===== src/rtl/load_store_unit_pkg.sv =====
// Shared types for the load/store unit: memory-op encoding, FSM states and exception causes.
package load_store_unit_pkg;

   typedef enum logic [3:0] {
      MEM_NOP,
      MEM_LB,
      MEM_LH,
      MEM_LW,
      MEM_LBU,
      MEM_LHU,
      MEM_SB,
      MEM_SH,
      MEM_SW
   } mem_op_t;

   typedef enum logic [1:0] {
      IDLE,
      REQ,
      WAIT_R,
      DONE
   } lsu_state_t;

   localparam logic [31:0] EXC_LD_MISALIGN = 32'd4;
   localparam logic [31:0] EXC_LD_FAULT    = 32'd5;
   localparam logic [31:0] EXC_ST_MISALIGN = 32'd6;
   localparam logic [31:0] EXC_ST_FAULT    = 32'd7;

   function automatic logic is_store(input mem_op_t op);
      return (op == MEM_SB) || (op == MEM_SH) || (op == MEM_SW);
   endfunction

endpackage


===== src/rtl/lsu_align.sv =====
// Byte-lane alignment for the load/store unit: byte enables, store-data replication,
// load lane extraction with sign/zero extension, and misalignment detection.
module lsu_align
   import load_store_unit_pkg::*;
(
   input  mem_op_t     op,
   input  logic [1:0]  addr_lo,
   input  logic [31:0] wdata,
   input  logic [31:0] rdata,
   output logic [3:0]  be,
   output logic [31:0] wdata_lane,
   output logic [31:0] rdata_ext,
   output logic        misalign
);

   logic [31:0]        lane;
   logic signed [7:0]  lane_b;
   logic signed [15:0] lane_h;

   assign lane   = rdata >> {addr_lo, 3'b000};
   assign lane_b = lane[7:0];
   assign lane_h = lane[15:0];

   always_comb begin
      be         = 4'b0000;
      wdata_lane = 32'h0;
      rdata_ext  = 32'h0;
      misalign   = 1'b0;
      unique case (op)
         MEM_LB, MEM_LBU, MEM_SB: begin
            be         = 4'b0001 << addr_lo;
            wdata_lane = {4{wdata[7:0]}};
         end
         MEM_LH, MEM_LHU, MEM_SH: begin
            be         = addr_lo[1] ? 4'b1100 : 4'b0011;
            wdata_lane = {2{wdata[15:0]}};
            misalign   = addr_lo[0];
         end
         MEM_LW, MEM_SW: begin
            be         = 4'b1111;
            wdata_lane = wdata;
            misalign   = (addr_lo != 2'b00);
         end
         default: ;
      endcase
      // Signed casts carry the sign bit up for LB/LH.
      unique case (op)
         MEM_LB:  rdata_ext = 32'(lane_b);
         MEM_LBU: rdata_ext = {24'h0, lane[7:0]};
         MEM_LH:  rdata_ext = 32'(lane_h);
         MEM_LHU: rdata_ext = {16'h0, lane[15:0]};
         MEM_LW:  rdata_ext = lane;
         default: ;
      endcase
   end

endmodule


===== src/rtl/load_store_unit.sv =====
// Memory stage: one data-bus transaction per load/store op, stalling the pipeline until done.
// Optional bus timeout (access fault) is enabled with the LSU_TIMEOUT_EN macro.
module load_store_unit
   import load_store_unit_pkg::*;
#(
   parameter int unsigned TIMEOUT_CYCLES = 16
) (
   input  logic        clk_i,
   input  logic        rst_ni,
   input  logic        req_valid_i,
   input  mem_op_t     req_type_i,
   input  logic [31:0] addr_i,
   input  logic [31:0] wdata_i,
   output logic        stall_o,
   output logic        done_o,
   output logic [31:0] rdata_o,
   output logic        exc_o,
   output logic [31:0] exc_cause_o,
   output logic [31:0] exc_tval_o,
   output logic        bus_req_o,
   output logic        bus_we_o,
   output logic [31:0] bus_addr_o,
   output logic [3:0]  bus_be_o,
   output logic [31:0] bus_wdata_o,
   input  logic        bus_gnt_i,
   input  logic        bus_rvalid_i,
   input  logic [31:0] bus_rdata_i
);

   lsu_state_t  state_q, state_d;
   mem_op_t     op_q;
   logic [31:0] addr_q, wdata_q, rdata_q, cause_q, tval_q;
   logic [3:0]  be_q;
   logic        exc_q;
   logic        accept, timeout;

   mem_op_t     align_op;
   logic [1:0]  align_addr;
   logic [3:0]  align_be;
   logic [31:0] align_wdata, align_rdata;
   logic        align_mis;

   assign accept     = (state_q == IDLE) && req_valid_i && (req_type_i != MEM_NOP);
   // In IDLE the aligner looks at the incoming op; afterwards at the latched one.
   assign align_op   = (state_q == IDLE) ? req_type_i   : op_q;
   assign align_addr = (state_q == IDLE) ? addr_i[1:0]  : addr_q[1:0];

   lsu_align u_align (
      .op         (align_op),
      .addr_lo    (align_addr),
      .wdata      (wdata_i),
      .rdata      (bus_rdata_i),
      .be         (align_be),
      .wdata_lane (align_wdata),
      .rdata_ext  (align_rdata),
      .misalign   (align_mis)
   );

`ifdef LSU_TIMEOUT_EN
   localparam int unsigned CNT_W = $clog2(TIMEOUT_CYCLES + 1);
   logic [CNT_W-1:0] cnt_q;

   always_ff @(posedge clk_i or negedge rst_ni) begin
      if (!rst_ni) begin
         cnt_q <= '0;
      end else if ((state_d != state_q) && ((state_d == REQ) || (state_d == WAIT_R))) begin
         cnt_q <= '0;
      end else if ((state_q == REQ) || (state_q == WAIT_R)) begin
         cnt_q <= cnt_q + 1'b1;
      end
   end

   assign timeout = ((state_q == REQ) || (state_q == WAIT_R)) &&
                    (cnt_q == CNT_W'(TIMEOUT_CYCLES - 1));
`else
   wire unused_timeout_cfg = (TIMEOUT_CYCLES != 0);
   assign timeout = 1'b0;
`endif

   always_ff @(posedge clk_i or negedge rst_ni) begin
      if (!rst_ni) state_q <= IDLE;
      else         state_q <= state_d;
   end

   always_comb begin
      state_d = state_q;
      unique case (state_q)
         IDLE:   if (accept) state_d = align_mis ? DONE : REQ;
         REQ: begin
            if (bus_gnt_i)    state_d = is_store(op_q) ? DONE : WAIT_R;
            else if (timeout) state_d = DONE;
         end
         WAIT_R: if (bus_rvalid_i || timeout) state_d = DONE;
         DONE:   state_d = IDLE;
         default: state_d = IDLE;
      endcase
   end

   // Result registers change only on the transition into DONE, so they hold between ops.
   always_ff @(posedge clk_i or negedge rst_ni) begin
      if (!rst_ni) begin
         op_q    <= MEM_NOP;
         addr_q  <= 32'h0;
         wdata_q <= 32'h0;
         be_q    <= 4'b0000;
         rdata_q <= 32'h0;
         exc_q   <= 1'b0;
         cause_q <= 32'h0;
         tval_q  <= 32'h0;
      end else if (accept) begin
         op_q    <= req_type_i;
         addr_q  <= addr_i;
         wdata_q <= align_wdata;
         be_q    <= align_be;
         if (align_mis) begin
            rdata_q <= 32'h0;
            exc_q   <= 1'b1;
            cause_q <= is_store(req_type_i) ? EXC_ST_MISALIGN : EXC_LD_MISALIGN;
            tval_q  <= addr_i;
         end
      end else if ((state_q == REQ) && bus_gnt_i && is_store(op_q)) begin
         rdata_q <= 32'h0;
         exc_q   <= 1'b0;
         cause_q <= 32'h0;
         tval_q  <= 32'h0;
      end else if ((state_q == WAIT_R) && bus_rvalid_i) begin
         rdata_q <= align_rdata;
         exc_q   <= 1'b0;
         cause_q <= 32'h0;
         tval_q  <= 32'h0;
      end else if (timeout && (state_d == DONE)) begin
         rdata_q <= 32'h0;
         exc_q   <= 1'b1;
         cause_q <= is_store(op_q) ? EXC_ST_FAULT : EXC_LD_FAULT;
         tval_q  <= addr_q;
      end
   end

   assign stall_o     = accept || (state_q == REQ) || (state_q == WAIT_R);
   assign done_o      = (state_q == DONE);
   assign rdata_o     = rdata_q;
   assign exc_o       = exc_q;
   assign exc_cause_o = cause_q;
   assign exc_tval_o  = tval_q;
   assign bus_req_o   = (state_q == REQ);
   assign bus_we_o    = is_store(op_q);
   assign bus_addr_o  = {addr_q[31:2], 2'b00};
   assign bus_be_o    = be_q;
   assign bus_wdata_o = wdata_q;

endmodule


===== config.mk =====
export PLATFORM = sky130hd
export DESIGN_NAME = load_store_unit
export DESIGN_NICKNAME = d
export VERILOG_FILES = /design/src/rtl/load_store_unit_pkg.sv /design/src/rtl/lsu_align.sv /design/src/rtl/load_store_unit.sv
export SDC_FILE = /design/constraint.sdc
export NUM_CORES = 1
export LEC_CHECK = 0
export ABC_CLOCK_PERIOD_IN_PS = 4600
export CELL_PAD_IN_SITES_DETAIL_PLACEMENT = 1
export CELL_PAD_IN_SITES_GLOBAL_PLACEMENT = 1
export CORE_MARGIN = 2
export CORE_UTILIZATION = 36
export CTS_CLUSTER_SIZE = 16
export DETAILED_ROUTE_END_ITERATION = 7
export PLACE_DENSITY = 0.9
export SYNTH_ARGS = -nofsm -noshare
export SYNTH_HDL_FRONTEND = slang
export SYNTH_HIERARCHICAL = 1
export SYNTH_SLANG_ARGS = --single-unit

===== constraint.sdc =====
create_clock -name clk_i -period 4.6 [get_ports clk_i]
set_input_delay 0.69 -clock clk_i [delete_from_list [all_inputs] [get_ports clk_i]]
set_output_delay 0.69 -clock clk_i [all_outputs]
set_load 0.02 [all_outputs]

==> reports/metrics.cfg, run 1 <==
[floorplan]
fp.dieH_um = 148
die_w_um = 148
initial_utilization_pct = 36.8
io_pins = 274
die-area_um2 = 21900
core_um2 = 20300
fp-row-count = 52

[finish]
drive_gt1_share_pct = 7.49
fin_area_um2 = 10300
final_nets = 1073
syn_to_final_growth_pct = 37.6
n_antenna_cell = 0
final_cells = 1245

[yosys]
synth_edf_count = 0
synth_top_area_cell = dfrtp_1
synthCells = 780
avgSynthCellArea_um2 = 9.57
synth_warnings = 6
yosysMostFrequentCell = nand2_1
ys_seq_area_share_pct = 46.9
ys.flop_type = dfrtp_1
synth.ff_latch_count = 140
syn-cell-area_um2 = 7460
synth.area.top_cells = dfrtp_1 47%, nand2_1 11%, buf_4 6.6%
post-synth-top-area-fraction_pct = 46.9
ys_async_sr_fraction_pct = 100
synthDistinctLibCells = 54
yosys-top-cells-count = 217 x nand2_1, 140 x dfrtp_1, 66 x buf_4, 48 x a22o_1, 35 x a32o_1

[hold_path]
min_path_type = input port to asynchronous set/reset pin

[place]
dp_cells = 1214
hpwl_um = 17100
postPlaceCellArea_um2 = 9690
port_buffers = 241
gp_congestion = 0.868

[setup_path]
critPathLaunchType = flop
crit_required_ns = 4.96
critPathKind = flop to flop
critPathArrivalTime_ns = 3.94
crit_fanout = 20
endpoint_kind = flop

[cts]
cts_buffers = 17
cts_tree = done
cts_setup_buffers = 0
clockBufferDepth = 2
cts_root_buffer = clkbuf_16
clock_sinks = 140
cts_htree_levels = 4
cts_resized = 0
clk_latency_ns = 0.42
cts_hold_buf = 0
clk_pin_slew_ns = 0.06

[routing]
via_count = 6575
finalWirelength_um = 23900
dr.pass1.iters = 5
ant_nets = 0
wire_per_inst_um = 19.2
drt_iter0_markers = 338
via_per_inst = 5.28
drc_errors = 0

[run_status]
status = finished clean

[sta]
slew_headroom_pct = 26.1
hold_slack_ns = 0.242
rsz0062_at_grt = false
final-setup-viol-count = 0
tns_ns = 0
tightestPinTransition_ns = 1.11
min_period_ns = 3.59
hold_viol = 0
fin_crit_sh_pct = 78.0
finalClockSkew_ns = 0.0116
fmax_ghz = 0.279
slew_violations = 0

[global_route]
overflow = 0
grtUsageTotal_pct = 21.7
grt_max_degree = 104
grt_pass1_vias = 6736
grt_pass1_wl_um = 37300
antenna_found_initial = 0

[power]
ir_drop_v = 0.000320
pwr_density_cell_nw_per_um2 = 781
p_leak_nw = 4.73
p_total_mw = 8.02

[flow_run]
max-cap-violations = 0

path summary, 6_finish.rpt:
check                      slack, ns              end  cells after the start        from
min in group clk_i              0.47        addr_q[6]                      2   addr_q[6]
max in group asynchronous       3.40  bus_wdata_o[12]                      2      rst_ni
setup / recovery                1.01      rdata_o[28]                      9  state_q[0]
hold / removal                  0.24          op_q[1]                      1      rst_ni
hold reg to reg                 0.47        addr_q[6]                      2   addr_q[6]
setup reg to reg                1.01      rdata_o[28]                      9  state_q[0]
cells by family after synthesis:
| family | share of synthesized area, % |
|---|---|
| AND/OR/NAND/NOR | 16.3 |
| buffers and inverters | 10.4 |
| other | 0.0502 |
| adder cells (fa/ha/maj) | 1.11 |
| XOR/XNOR | 0.235 |
| flip-flops | 46.9 |
| AO/OA/AOI/OAI | 20.0 |
| multiplexers | 4.98 |
metrics by stage:
step	setup WS [ns]	util (%)
floorplan	1.54	-
global placement	0.913	47.7
detailed placement	0.829	47.7
CTS	1.04	50.6
global route	0.761	50.6
finish	1.01	50.6
area by class of cell:
type | instances | area [µm²]
Tap cell | 270 | 338
Fill cell | 2305 | 10000
Inverter | 5 | 18.8
Clock buffer | 17 | 425
Sequential cell | 140 | 3500
Timing Repair Buffer | 251 | 2490
Multi-Input combinational cell | 548 | 3340
Clock inverter | 14 | 156
sequential cells by signal, summed over array words and instances (netlist names):
register	flops
addr_q	32
bus_wdata_o	32
exc_tval_o	32
rdata_o	32
bus_be_o	4
op_q	4
exc_cause_o	2
state_q	2
cells in the final DEF, fill, tap and decap left out, types with 15 or more instances in the layout:
master,n
a22o_1,48
clkdlybuf4s50_1,240
a21o_1,18
a21oi_1,16
o21ai_0,29
conb_1,32
nor2_1,18
nand2_1,217
clkbuf_16,17
a32o_1,35
mux2i_1,18
mux2_2,15
dfrtp_1,140
a211oi_1,15
worst max-delay path, stage by stage (launching register included):
cell	delay (ns)
dfrtp_1	0.40
inv_1	0.17
ha_1	0.49
mux2_2	0.52
and2b_1	0.36
o221ai_1	0.32
o32ai_4	0.17
o22ai_4	0.56
buf_4	0.34
a22o_1	0.17
layer usage:
layer,wire [µm],GRT usage [%]
met5,0,0
met4,719,8.95
met3,1530,5.34
met2,11600,35.3
met1,10100,27.8
report_power, final:
part	leakage [nW]	switching [mW]	internal (mW)	total [mW]
clock network	0.279	0.573	0.806	1.38
logic	2.60	2.61	1.95	4.56
registers	1.85	0.327	1.75	2.08
total	4.73	3.51	4.51	8.02
No activity file was read; power rests on OpenSTA's default activity.
==> inputs of run 2 (changes only) <==
--- a/config.mk
+++ b/config.mk
@@ -5,14 +5,14 @@
 export SDC_FILE = /design/constraint.sdc
 export NUM_CORES = 1
 export LEC_CHECK = 0
-export ABC_CLOCK_PERIOD_IN_PS = 4600
+export ABC_CLOCK_PERIOD_IN_PS = 3700
 export CELL_PAD_IN_SITES_DETAIL_PLACEMENT = 1
 export CELL_PAD_IN_SITES_GLOBAL_PLACEMENT = 1
 export CORE_MARGIN = 2
-export CORE_UTILIZATION = 36
+export CORE_UTILIZATION = 33
 export CTS_CLUSTER_SIZE = 16
 export DETAILED_ROUTE_END_ITERATION = 7
-export PLACE_DENSITY = 0.9
+export PLACE_DENSITY = 0.83
 export SYNTH_ARGS = -nofsm -noshare
 export SYNTH_HDL_FRONTEND = slang
 export SYNTH_HIERARCHICAL = 1
==> constraint.sdc (replaced) <==
create_clock -name clk_i -period 3.7 [get_ports clk_i]
set_input_delay 0.555 -clock clk_i [delete_from_list [all_inputs] [get_ports clk_i]]
set_output_delay 0.555 -clock clk_i [all_outputs]
set_load 0.02 [all_outputs]
==> reports/metrics.cfg, run 2 (synthesis gave the netlist of run 1 again) <==
[run_status]
status = finished clean

[routing]
wire_per_inst_um = 18.9  ; -1.4%
finalWirelength_um = 23900  ; +0.13%
via_count = 6517  ; -0.88%
drt_iter0_markers = 292  ; -14%
via_per_inst = 5.16  ; -2.4%
drc_errors = 0  ; unchanged
ant_nets = 0  ; unchanged
dr.pass1.iters = 5  ; unchanged

[floorplan]
initial_utilization_pct = 33.3  ; -3.5 points
fp.dieH_um = 154  ; +4.3%
die_w_um = 154  ; +4.3%
io_pins = 274  ; unchanged
die-area_um2 = 23800  ; +8.8%
core_um2 = 22400  ; +11%
fp-row-count = 55  ; +5.8%

[place]
gp_congestion = 0.828  ; -4.6%
dp_cells = 1232  ; +1.5%
port_buffers = 241  ; unchanged
hpwl_um = 17200  ; +0.16%

[hold_path]
min_path_type = input port to asynchronous set/reset pin

[finish]
final_cells = 1264  ; +1.5%
syn_to_final_growth_pct = 38.7
final_common_cell = clkdlybuf4s50_1
n_antenna_cell = 0  ; unchanged
final_nets = 1076  ; +0.28%
utilization_pct = 46.1  ; -4.5 points
layout_common_cells = 240 x clkdlybuf4s50_1, 217 x nand2_1, 140 x dfrtp_1
drive_gt1_share_pct = 7.87  ; +0.38 points

[cts]
cts_htree_levels = 4  ; unchanged
cts_buffers = 17  ; unchanged
cts_hold_buf = 0  ; unchanged
clk_pin_slew_ns = 0.07  ; about the same
clk_latency_ns = 0.42  ; about the same
cts_setup_buffers = 0  ; unchanged
cts_resized = 0  ; unchanged
clockBufferDepth = 2  ; unchanged
cts_root_buffer = clkbuf_16
clock_sinks = 140  ; unchanged
cts_tree = done

[setup_path]
critPathLaunchType = flop
critPathKind = flop to output port
critPathArrivalTime_ns = 2.75  ; -1.19 ns
endpoint_kind = output port
crit_required_ns = 3.14  ; -1.82 ns
crit_fanout = 16  ; -20%

[global_route]
grt_pass1_vias = 6928  ; +2.9%
overflow = 0  ; unchanged
antenna_found_initial = 0  ; unchanged
grt_pass1_wl_um = 38200  ; +2.2%
grtUsageTotal_pct = 20.3  ; -1.4 points
grt_max_degree = 90  ; -13%

[sta]
finalClockSkew_ns = 0.00942  ; -0.00218 ns
fmax_ghz = 0.303
tightestPinTransition_ns = 1.30  ; +0.186 ns
fin_crit_sh_pct = 89.2
hold_viol = 0  ; unchanged
rsz0062_at_grt = false
final-setup-viol-count = 0  ; unchanged
slew_headroom_pct = 13.4  ; -13 points
tns_ns = 0  ; unchanged
min_period_ns = 3.30
slew_violations = 0  ; unchanged

[power]
ir_drop_v = 0.000429  ; +34%
p_leak_nw = 4.76  ; +0.71%
p_total_mw = 10.0  ; +25%
pwr_density_cell_nw_per_um2 = 970  ; +24%

[flow_run]
max-cap-violations = 0  ; unchanged

==> run 2: cell types whose count changed in the layout (fill, tap and decap cells not counted), sizes merged <==
| cell | previous run | this run |
|---|---|---|
| inv | 11 | 15 |
| buf | 11 | 14 |
| bufinv | 2 | 1 |
| clkinv | 3 | 2 |
| clkinvlp | 3 | 2 |
==> run 2: critical path, cell delays in order, from the launching register on <==
cell             delay, ns
dfrtp_1               0.40
inv_1                 0.14
ha_1                  0.44
nand2_1               0.21
nor2_4                0.35
or3_1                 0.17
clkdlybuf4s50_1       0.59
==> run 2: per-layer routing <==
| layer | vias up | wire length, µm | global-route usage (%) |
|---|---|---|---|
| met1 | 3244 | 10400 | 25.2 |
| met4 | 0 | 739 | 7.94 |
| met3 | 47 | 1450 | 5.55 |
| met2 | 223 | 11400 | 33.7 |
| met5 | - | 0 | 0 |
| li1 | 3003 | - | - |
==> run 2: cell type report <==
| class | count | area (µm²) |
|---|---|---|
| Inverter | 5 | 18.8 |
| Clock buffer | 17 | 425 |
| Fill cell | 2506 | 12100 |
| Sequential cell | 140 | 3500 |
| Tap cell | 285 | 357 |
| Multi-Input combinational cell | 548 | 3340 |
| Timing Repair Buffer | 254 | 2540 |
| Clock inverter | 15 | 170 |
==> run 2: final timing paths <==
path	start	endpoint	slack [ns]	cells after the start
min reg2reg	addr_q[26]	addr_q[26]	0.47	2
min	rst_ni	rdata_o[3]	0.17	1
max reg2reg	state_q[0]	exc_tval_o[25]	0.41	9
min in group clk_i	addr_q[26]	addr_q[26]	0.47	2
max in group asynchronous	rst_ni	bus_wdata_o[16]	2.75	2
max	state_q[0]	stall_o	0.40	6
==> run 2: report_power, final <==
part           internal [mW]  switching, mW  leakage, nW
logic                   2.47           3.26         2.63
clock network          0.965          0.768        0.288
registers               2.18          0.407         1.85
==> run 2: per-stage QoR <==
step	setup WS (ns)	area, µm²	hold WS (ns)
after floorplan	0.637	7580	0.259
after global placement	0.499	9760	0.456
after detailed placement	0.397	9760	0.463
after CTS	0.367	10400	0.211
after global routing	0.191	10400	0.241
final	0.399	10400	0.171
==> inputs of run 3 (changes only) <==
--- a/config.mk
+++ b/config.mk
@@ -6,9 +6,9 @@
 export NUM_CORES = 1
 export LEC_CHECK = 0
 export ABC_CLOCK_PERIOD_IN_PS = 3700
+export CAP_MARGIN = 40
 export CELL_PAD_IN_SITES_DETAIL_PLACEMENT = 1
 export CELL_PAD_IN_SITES_GLOBAL_PLACEMENT = 1
-export CORE_MARGIN = 2
 export CORE_UTILIZATION = 33
 export CTS_CLUSTER_SIZE = 16
 export DETAILED_ROUTE_END_ITERATION = 7
==> reports/metrics.cfg, run 3 (synthesis gave the netlist of run 1 again) <==
[routing]
wl_met1_um = 10300  ; -1.0%
finalWirelength_um = 23800  ; -0.56%
drc_errors = 17  ; +17
dr.pass1.iters = 7  ; +2
ant_nets = 0  ; unchanged
wire_per_inst_um = 18.9  ; -0.48%
dr_wl_met3_um = 1390  ; -4.1%
via_per_inst = 5.15  ; -0.18%
via_count = 6500  ; -0.26%
drt_iter0_markers = 363  ; +24%
routed.top_layer = met4
wl_met2_um = 11500  ; +0.82%

[finish]
utilization_pct = 47.0  ; +0.84 points
final_common_cell = clkdlybuf4s50_1
syn_to_final_growth_pct = 38.7  ; about the same
fin_area_um2 = 10300  ; about the same
seq_area_um2 = 3500  ; unchanged
drive_gt1_share_pct = 8.14  ; +0.27 points
layout_common_cells = 240 x clkdlybuf4s50_1, 217 x nand2_1, 140 x dfrtp_1
n_antenna_cell = 0  ; unchanged
fillers = 2467  ; -1.6%
final_cells = 1263  ; -0.079%
multi_input_area_um2 = 3340  ; unchanged
final_nets = 1080  ; +0.37%

[power]
ir_drop_v = 0.000401  ; -6.6%
power_frac_comb_pct = 57.3  ; +0.3 points
p_total_mw = 10.0  ; -0.14%
pwr_density_cell_nw_per_um2 = 969  ; -0.11%
p_switching_mw = 4.41  ; -0.56%
p_leak_nw = 4.77  ; +0.18%
switching_share_pct = 44.0  ; -0.18 points
p_int_mw = 5.62  ; +0.19%
power_frac_clock_pct = 17.0  ; -0.3 points
p_seq_share_pct = 25.7  ; about the same

[global_route]
antenna_found_initial = 0  ; unchanged
grtUsageTotal_pct = 20.8  ; +0.55 points
grt_max_degree = 78  ; -13%
grt_pass1_wl_um = 38000  ; -0.38%
grt_pass1_vias = 6727  ; -2.9%
overflow = 0  ; unchanged

[setup_path]
crit_slowest_cell = ha_1
crit_required_ns = 4.05  ; +0.91 ns
timing.critical_path.buf_inv = 4  ; +2
worst_path_largest_cell_delay_ns = 0.45  ; -0.14 ns
critPathLaunchType = flop
r2r_cells = 11  ; +2
cp.depth = 11  ; +5
endpoint_kind = flop
crit_fanout = 32  ; +16
critPathKind = flop to flop
worstPathCellList = inv_1, ha_1, mux2_2, buf_4, inv_1, nand2_1, o221ai_1, o32ai_4, o22ai_4, buf_4, a32o_1
critPathArrivalTime_ns = 3.51  ; +0.76 ns
cpLargestDelayFamily = compound AO/OA/AOI/OAI gates

[sta]
rsz0062_at_grt = false
tns_ns = 0  ; unchanged
tightestPinTransition_ns = 0.759  ; -0.536 ns
min_period_ns = 3.16  ; -0.138 ns
finalClockSkew_ns = 0.0104  ; +0.00102 ns
fin_crit_sh_pct = 85.5  ; -3.7 points
final-setup-viol-count = 0  ; unchanged
fmax_ghz = 0.316  ; +4.4%
slew_headroom_pct = 49.4  ; +36 points
fin_ws_ns = 0.537  ; +0.138 ns
hold_slack_ns = 0.150  ; -0.0217 ns
slew_violations = 0  ; unchanged
hold_viol = 0  ; unchanged

[cts]
clk_latency_ns = 0.42  ; about the same
cts_root_buffer = clkbuf_16
clk_pin_slew_ns = 0.07  ; about the same
cts_htree_levels = 4  ; unchanged
cts_resized = 0  ; unchanged
clock_sinks = 140  ; unchanged
cts_tree = done
cts_buffers = 17  ; unchanged
cts_setup_buffers = 0  ; unchanged
clockBufferDepth = 2  ; unchanged
cts_hold_buf = 0  ; unchanged

[run_status]
status = finished, violations left
violations = DRC

[floorplan]
fp.dieH_um = 152  ; -1.3%
core_um2 = 22000  ; -1.8%
fp-row-count = 54  ; -1.8%
io_pins = 274  ; unchanged
die_w_um = 152  ; -1.3%
initial_utilization_pct = 33.9  ; +0.62 points
die-area_um2 = 23200  ; -2.6%

[place]
port_buffers = 241  ; unchanged
dp_cells = 1231  ; -0.081%
hpwl_um = 17000  ; -0.73%
gp_congestion = 0.854  ; +3.1%
dp_slack_ns = 0.508  ; +0.111 ns
postPlaceCellArea_um2 = 9770  ; +0.12%

[flow_run]
max-cap-violations = 0  ; unchanged

[hold_path]
min_path_type = input port to asynchronous set/reset pin

==> run 3: final timing paths <==
path,to,slack [ns],from
max in group asynchronous,rdata_o[15],2.70,rst_ni
worst min-delay path,bus_wdata_o[15],0.15,rst_ni
worst min register to register,bus_be_o[1],0.47,bus_be_o[1]
worst max register to register,exc_tval_o[18],0.54,state_q[0]
min in group clk_i,bus_be_o[1],0.47,bus_be_o[1]
worst max-delay path,exc_tval_o[18],0.54,state_q[0]
==> run 3: power by group through the flow <==
| stage | Sequential (mW) | Clock (mW) | Combinational (mW) |
|---|---|---|---|
| 4_1_cts | 2.58 | 1.75 | 5.80 |
| 3_5_place_dp | 2.59 | 0 | 5.76 |
| 5_1_grt | 2.65 | 1.82 | 6.18 |
| 2_1_floorplan | 3.07 | 0 | 3.23 |
| 6_report | 2.58 | 1.70 | 5.75 |
| 3_3_place_gp | 2.58 | 0 | 5.63 |
==> run 3: cell type report <==
cell class | count | area share, %
Sequential cell | 140 | 33.9
Multi-Input combinational cell | 548 | 32.3
Timing Repair Buffer | 258 | 24.7
Clock buffer | 18 | 4.15
Tap cell | 280 | 3.39
Clock inverter | 14 | 1.46
Inverter | 5 | 0.181
==> run 3: metal layers <==
layer	global-route usage, %	vias up
li1	-	3013
met1	26.4	3236
met2	34.1	217
met3	4.78	34
met4	8.84	0
met5	0	-
